[config.mk]
export PLATFORM = sky130hd
export DESIGN_NAME = fixdiv_seq
export DESIGN_NICKNAME = d
export VERILOG_FILES = /design/src/rtl/fixdiv_seq.sv
export SDC_FILE = /design/constraint.sdc
export NUM_CORES = 1
export LEC_CHECK = 0
export CORE_UTILIZATION = 60
export DETAILED_ROUTE_END_ITERATION = 8
export GPL_ROUTABILITY_DRIVEN = 1
export PLACE_DENSITY = 0.94
export SLEW_MARGIN = 20
export SYNTH_ARGS = -nofsm -noshare
export SYNTH_HDL_FRONTEND = slang
export SYNTH_SLANG_ARGS = --single-unit
[constraint.sdc]
create_clock -name clk -period 5.43 [get_ports clk]
set_input_delay 0.543 -clock clk [delete_from_list [all_inputs] [get_ports clk]]
set_output_delay 0.543 -clock clk [all_outputs]
set_load 0.02 [all_outputs]
[src/rtl/fixdiv_seq.sv]
// Sequential signed fixed-point divider: Q(WIDTH-FRAC).FRAC quotient computed by
// restoring shift-subtract, one quotient bit per clock, then sign fix and saturation.
module fixdiv_seq #(
  parameter int WIDTH = 16,
  parameter int FRAC  = 14
) (
  input  logic             clk,
  input  logic             reset,
  input  logic             start,
  input  logic [WIDTH-1:0] num,
  input  logic [WIDTH-1:0] den,
  output logic [WIDTH-1:0] result,
  output logic             done,
  output logic             busy,
  output logic             ovf,
  output logic             dz
);

  localparam int N  = WIDTH + FRAC;
  localparam int CW = $clog2(N + 1);

  // Largest positive result, and the largest magnitude a negative result can carry.
  localparam logic [N-1:0] POS_MAX = {{(FRAC+1){1'b0}}, {(WIDTH-1){1'b1}}};
  localparam logic [N-1:0] NEG_MAG = POS_MAX + N'(1);
  localparam logic [WIDTH-1:0] RES_MAX = {1'b0, {(WIDTH-1){1'b1}}};
  localparam logic [WIDTH-1:0] RES_MIN = {1'b1, {(WIDTH-1){1'b0}}};
  localparam logic [CW-1:0]    CNT_N   = CW'(N);

  typedef enum logic [1:0] {IDLE, CALC, FIX, DONE} state_t;

  state_t         state, state_nxt;
  logic [CW-1:0]  cnt;
  logic [N-1:0]   dq;      // dividend shifting out the top, quotient shifting in below
  logic [WIDTH-1:0] rem;
  logic [WIDTH:0] dmag;
  logic           sign;
  logic           zero_den;

  // Magnitudes are WIDTH+1 bits so the most negative operand stays exact.
  logic [WIDTH:0] num_x, den_x, num_mag, den_mag;
  logic [WIDTH:0] trial;
  logic           qbit;

  assign num_x   = {num[WIDTH-1], num};
  assign den_x   = {den[WIDTH-1], den};
  assign num_mag = num[WIDTH-1] ? -num_x : num_x;
  assign den_mag = den[WIDTH-1] ? -den_x : den_x;

  assign trial = {rem, dq[N-1]};
  assign qbit  = (trial >= dmag);

  always_ff @(posedge clk or negedge reset) begin
    if (!reset) state <= IDLE;
    else        state <= state_nxt;
  end

  always_comb begin
    state_nxt = state;
    case (state)
      IDLE: if (start) state_nxt = CALC;
      CALC: if (cnt == CW'(1)) state_nxt = FIX;
      FIX:  state_nxt = DONE;
      DONE: state_nxt = IDLE;
      default: state_nxt = IDLE;
    endcase
  end

  assign done = (state == DONE);
  assign busy = (state != IDLE);

  always_ff @(posedge clk or negedge reset) begin
    if (!reset) begin
      cnt      <= '0;
      dq       <= '0;
      rem      <= '0;
      dmag     <= '0;
      sign     <= 1'b0;
      zero_den <= 1'b0;
      result   <= '0;
      ovf      <= 1'b0;
      dz       <= 1'b0;
    end else begin
      case (state)
        IDLE: if (start) begin
          cnt      <= CNT_N;
          dq       <= N'(num_mag[WIDTH-1:0]) << FRAC;
          rem      <= '0;
          dmag     <= den_mag;
          sign     <= num[WIDTH-1] ^ den[WIDTH-1];
          zero_den <= (den == '0);
        end
        CALC: begin
          cnt <= cnt - CW'(1);
          rem <= qbit ? WIDTH'(trial - dmag) : trial[WIDTH-1:0];
          dq  <= {dq[N-2:0], qbit};
        end
        FIX: begin
          if (zero_den) begin
            // With a zero divisor the sign is that of the dividend alone.
            result <= sign ? RES_MIN : RES_MAX;
            ovf    <= 1'b0;
            dz     <= 1'b1;
          end else if (!sign) begin
            result <= (dq > POS_MAX) ? RES_MAX : dq[WIDTH-1:0];
            ovf    <= (dq > POS_MAX);
            dz     <= 1'b0;
          end else begin
            result <= (dq > NEG_MAG) ? RES_MIN : -dq[WIDTH-1:0];
            ovf    <= (dq > NEG_MAG);
            dz     <= 1'b0;
          end
        end
        default: ;
      endcase
    end
  end

endmodule

==> metrics.txt <==
# TYPE chip_impl_metric gauge
chip_impl_metric{name="maximum_number_of_pins_on_one_net_before_global_route_repair",unit=""} 91
chip_impl_metric{name="fin_util",unit="%"} 70.14
chip_impl_metric{name="min_cycle_time_layout",unit="ps"} 3469
chip_impl_metric{name="clkTransAtPathRegs",unit="ps"} 100
chip_impl_metric{name="timing.hold.ws",unit="ps"} 224.1
chip_impl_metric{name="layout_worst_path_cycle_share",unit="%"} 63.89
chip_impl_info{name="cpMaxStageDelayCell",value="nand2_1"} 1
chip_impl_metric{name="max_cap_violations",unit=""} 0
chip_impl_metric{name="detail_route.wl_per_cell",unit="µm"} 15.92
chip_impl_metric{name="post-synth-top-area-fraction",unit="%"} 39.74
chip_impl_metric{name="hpwlAfterDp",unit="mm"} 9.178
chip_impl_info{name="route.top_layer_used",value="met4"} 1
chip_impl_metric{name="critical_path_buf_inv_count",unit=""} 1
chip_impl_metric{name="grt_pass1_wl",unit="mm"} 21.89
chip_impl_metric{name="portBuffers",unit=""} 54
chip_impl_info{name="min-delay-path-class",value="in2async"} 1
chip_impl_metric{name="synth_cell_types",unit=""} 61
chip_impl_metric{name="route.met3.wl",unit="µm"} 633
chip_impl_metric{name="dieArea",unit="µm²"} 9840
chip_impl_metric{name="drt.antenna.violating_nets",unit=""} 0
chip_impl_metric{name="post_cts_resize_count",unit=""} 0
chip_impl_info{name="clock_tree_from_tritoncts",value="done"} 1
chip_impl_metric{name="p_leak",unit="nW"} 2.825
chip_impl_metric{name="placement.setup.worst_slack",unit="ps"} 1861
chip_impl_metric{name="worstPathArrival",unit="ps"} 3730
chip_impl_metric{name="timing.clock.skew",unit="ps"} 10.07
chip_impl_metric{name="place_congestion",unit=""} 0.9348
chip_impl_metric{name="cts_hold_buf",unit=""} 0
chip_impl_metric{name="synth.yosys.warnings",unit=""} 0
chip_impl_info{name="yosys-top-cells-area",value="dfrtp_1, o21ai_0, ha_1"} 1
chip_impl_metric{name="number_of_failing_setup_endpoints_in_the_final_timing_report",unit=""} 0
chip_impl_info{name="startpoint_type",value="register"} 1
chip_impl_metric{name="cts_num_sinks",unit=""} 90
chip_impl_info{name="rsz_0062_raised_after_global_routing",value="no"} 1
chip_impl_info{name="post-synth-top-area-cell",value="dfrtp_1"} 1
chip_impl_metric{name="synthArstFlopShare",unit="%"} 100.0
chip_impl_metric{name="cts-buffers-inserted",unit=""} 9
chip_impl_metric{name="postSynthCellCount",unit=""} 648
chip_impl_metric{name="post_synth_instance_area",unit="µm²"} 5668
chip_impl_metric{name="final_max_slew_viol_count",unit=""} 0
chip_impl_metric{name="die_width",unit="µm"} 99.20
chip_impl_info{name="outcome",value="complete, no violations"} 1
chip_impl_metric{name="clk-insertion-delay-late",unit="ps"} 370
chip_impl_metric{name="num-nets-final",unit=""} 746
chip_impl_metric{name="detail_route.drc_violations",unit=""} 0
chip_impl_metric{name="cts.path.max_buffers",unit=""} 2
chip_impl_metric{name="synthesis.nets",unit=""} 710
chip_impl_metric{name="die_y",unit="µm"} 99.20
chip_impl_metric{name="sum_of_overflow_across_all_layers_after_global_routing",unit=""} 0
chip_impl_metric{name="postLayoutSetupSlackWorst",unit="ps"} 1961
chip_impl_metric{name="met2_length",unit="mm"} 6.501
chip_impl_metric{name="finalNonFillerCells",unit=""} 800
chip_impl_metric{name="vdd.ir_drop.worst",unit="mV"} 0.2818
chip_impl_metric{name="dpl.cell_count",unit=""} 784
chip_impl_metric{name="synthToLayoutAreaGrowth",unit="%"} 13.80
chip_impl_info{name="worstSetupPathType",value="reg2reg"} 1
chip_impl_info{name="worstSetupEndpointType",value="register"} 1
chip_impl_info{name="synth-main-ff-cell",value="dfrtp_1"} 1
chip_impl_metric{name="drtIter0Drc",unit=""} 278
chip_impl_metric{name="placement_rows",unit=""} 35
chip_impl_metric{name="fp.coreArea",unit="µm²"} 9196
chip_impl_metric{name="fin_hold_viols",unit=""} 0
chip_impl_metric{name="dr_total_vias",unit=""} 4962
chip_impl_metric{name="fmaxAchievable",unit="MHz"} 288.3
chip_impl_metric{name="slew-limit-headroom",unit="%"} 34.14
chip_impl_metric{name="start_util",unit="%"} 61.63
chip_impl_metric{name="antenna_violations_before_repair",unit=""} 0
chip_impl_metric{name="ys_ff_latch",unit=""} 90
chip_impl_metric{name="worst-endpoint-required",unit="ps"} 5690
chip_impl_metric{name="h_tree_lvl_count",unit=""} 3
chip_impl_metric{name="final_layout_size_suffix_gt1_share",unit="%"} 6.676
chip_impl_metric{name="first_global_vias",unit=""} 4795
chip_impl_metric{name="antennaDiodeCount",unit=""} 0
chip_impl_info{name="critical-path-top-delay-family",value="simple AND/OR/NAND/NOR gates"} 1
chip_impl_metric{name="met1_length",unit="mm"} 5.416
chip_impl_info{name="worst_path_most_repeated_cell",value="nand2_1"} 1
chip_impl_metric{name="synth-edff-count",unit=""} 0
chip_impl_metric{name="cts_setup_buffers",unit=""} 0
chip_impl_info{name="timing.critical_path.cells",value="inv_1, ha_1, nand2_1, o21ai_1, nand2_1, nor3_1, xnor2_1, nand2_1"} 1
chip_impl_metric{name="via_per_inst",unit=""} 6.203
chip_impl_metric{name="route.final.wire_length",unit="mm"} 12.73
chip_impl_metric{name="aggregate_negative_setup_slack",unit="ps"} 0
chip_impl_metric{name="io_pins",unit=""} 55
chip_impl_metric{name="max_stage_delay",unit="ps"} 770
chip_impl_info{name="cts-root-buf",value="clkbuf_8"} 1
chip_impl_metric{name="worstMarginPinSlew",unit="ps"} 985.5
chip_impl_metric{name="global_route.usage.total",unit="%"} 27.50
chip_impl_metric{name="power_density",unit="nW/µm²"} 633.6
chip_impl_metric{name="drt_first_pass_iters",unit=""} 5
chip_impl_metric{name="critical_path_peak_fanout",unit=""} 37
chip_impl_metric{name="synthesis.area_per_instance",unit="µm²"} 8.747
chip_impl_metric{name="part_of_the_yosys_area_used_for_sequential_elements",unit="%"} 39.74
[power by group]
group	switching [mW]	internal [mW]	leakage [nW]
registers	0.245	0.942	1.12
logic	1.43	1.04	1.61
clock network	0.261	0.174	0.0925
total	1.94	2.15	2.82
[cells in the mapped netlist (2+ instances only)]
library cell  number
dfrtp_1           90
nand2_1           79
o21ai_0           66
a21oi_1           50
inv_1             41
nor2_1            39
clkbuf_1          26
ha_1              26
xor2_1            24
xnor2_1           21
o22ai_1           19
mux2i_1           14
or3_1             11
a22o_1            10
nand2b_1          10
mux2_2             9
nor3_1             9
o31ai_1            9
nor4_1             8
nand3_1            7
a22oi_1            5
a31oi_1            5
a211oi_1           4
a21o_1             4
o41ai_1            4
a211oi_2           3
a32oi_1            3
and3_1             3
buf_1              3
nand4_1            3
nor2b_1            3
or4_1              3
a21oi_2            2
a311oi_1           2
buf_2              2
o211ai_1           2
o21a_1             2
o21ai_1            2
o311ai_0           2
or2_2              2
[state kept, by name (all words and copies together) (netlist names)]
| name | flops |
|---|---|
| state | 2 |
| result | 16 |
| zero_den | 1 |
| ovf | 1 |
| dmag | 17 |
| sign | 1 |
| rem | 16 |
| dz | 1 |
| dq | 30 |
| cnt | 5 |
[final timing paths]
| kind | slack [ps] | endpoint | start | cells past startpoint |
|---|---|---|---|---|
| min in group clk | 490 | dmag[11]$_DFFE_PN0P_ | dmag[11]$_DFFE_PN0P_ | 2 |
| worst min register to register | 490 | dmag[11]$_DFFE_PN0P_ | dmag[11]$_DFFE_PN0P_ | 2 |
| max in group asynchronous | 4680 | dmag[8]$_DFFE_PN0P_ | reset | 1 |
| worst min-delay path | 220 | dz$_DFFE_PN0P_ | reset | 1 |
| worst max register to register | 1960 | cnt[4]$_DFFE_PN0P_ | state[0]$_DFFE_PN0P_ | 8 |
| worst max-delay path | 1960 | cnt[4]$_DFFE_PN0P_ | state[0]$_DFFE_PN0P_ | 8 |
[cells in the final DEF, fill, tap and decap left out, drive strengths merged, types with 14 or more instances in the layout]
master          n
nor2           40
nand2          79
a21oi          52
inv            46
xor2           24
mux2i          14
o21ai          68
dfrtp          90
clkdlybuf4s50  53
o22ai          19
xnor2          21
ha             26
[stage by stage]
step           area [µm²]  total power [mW]
4_1_cts              6431             4.042
3_5_place_dp         6248             3.591
5_1_grt              6450             4.423
3_3_place_gp         6248             3.463
2_1_floorplan        5668             2.989
6_report             6450             4.087
[metal layers]
metal / GRT usage, % / vias up
li1: - / 2381
met1: 34.22 / 2386
met2: 48.14 / 175
met3: 5.200 / 20
met4: 9.502 / 0
met5: 0 / -
[kinds of logic (layout without fill, tap and decap cells)]
kind of cell	after synthesis	count (layout)	synth area share [%]
and+or+nand+nor	185	185	15.54
adders and majority gates	27	27	6.093
xor gates and xnor gates	45	45	6.954
AOI/OAI and AO/OA	204	204	22.34
DFF	90	90	39.74
buffers and inverters	74	115	5.077
muxes	23	23	4.260
[final cells by class]
type                            count  area [µm²]
Multi-Input combinational cell    484        3154
Sequential cell                    90        2252
Clock inverter                      7       58.81
Inverter                           42       157.7
Clock buffer                        9       123.9
Timing Repair Buffer               57       564.3
Fill cell                         674        2746
Tap cell                          111       138.9
(Power assumes the default switching activity.)
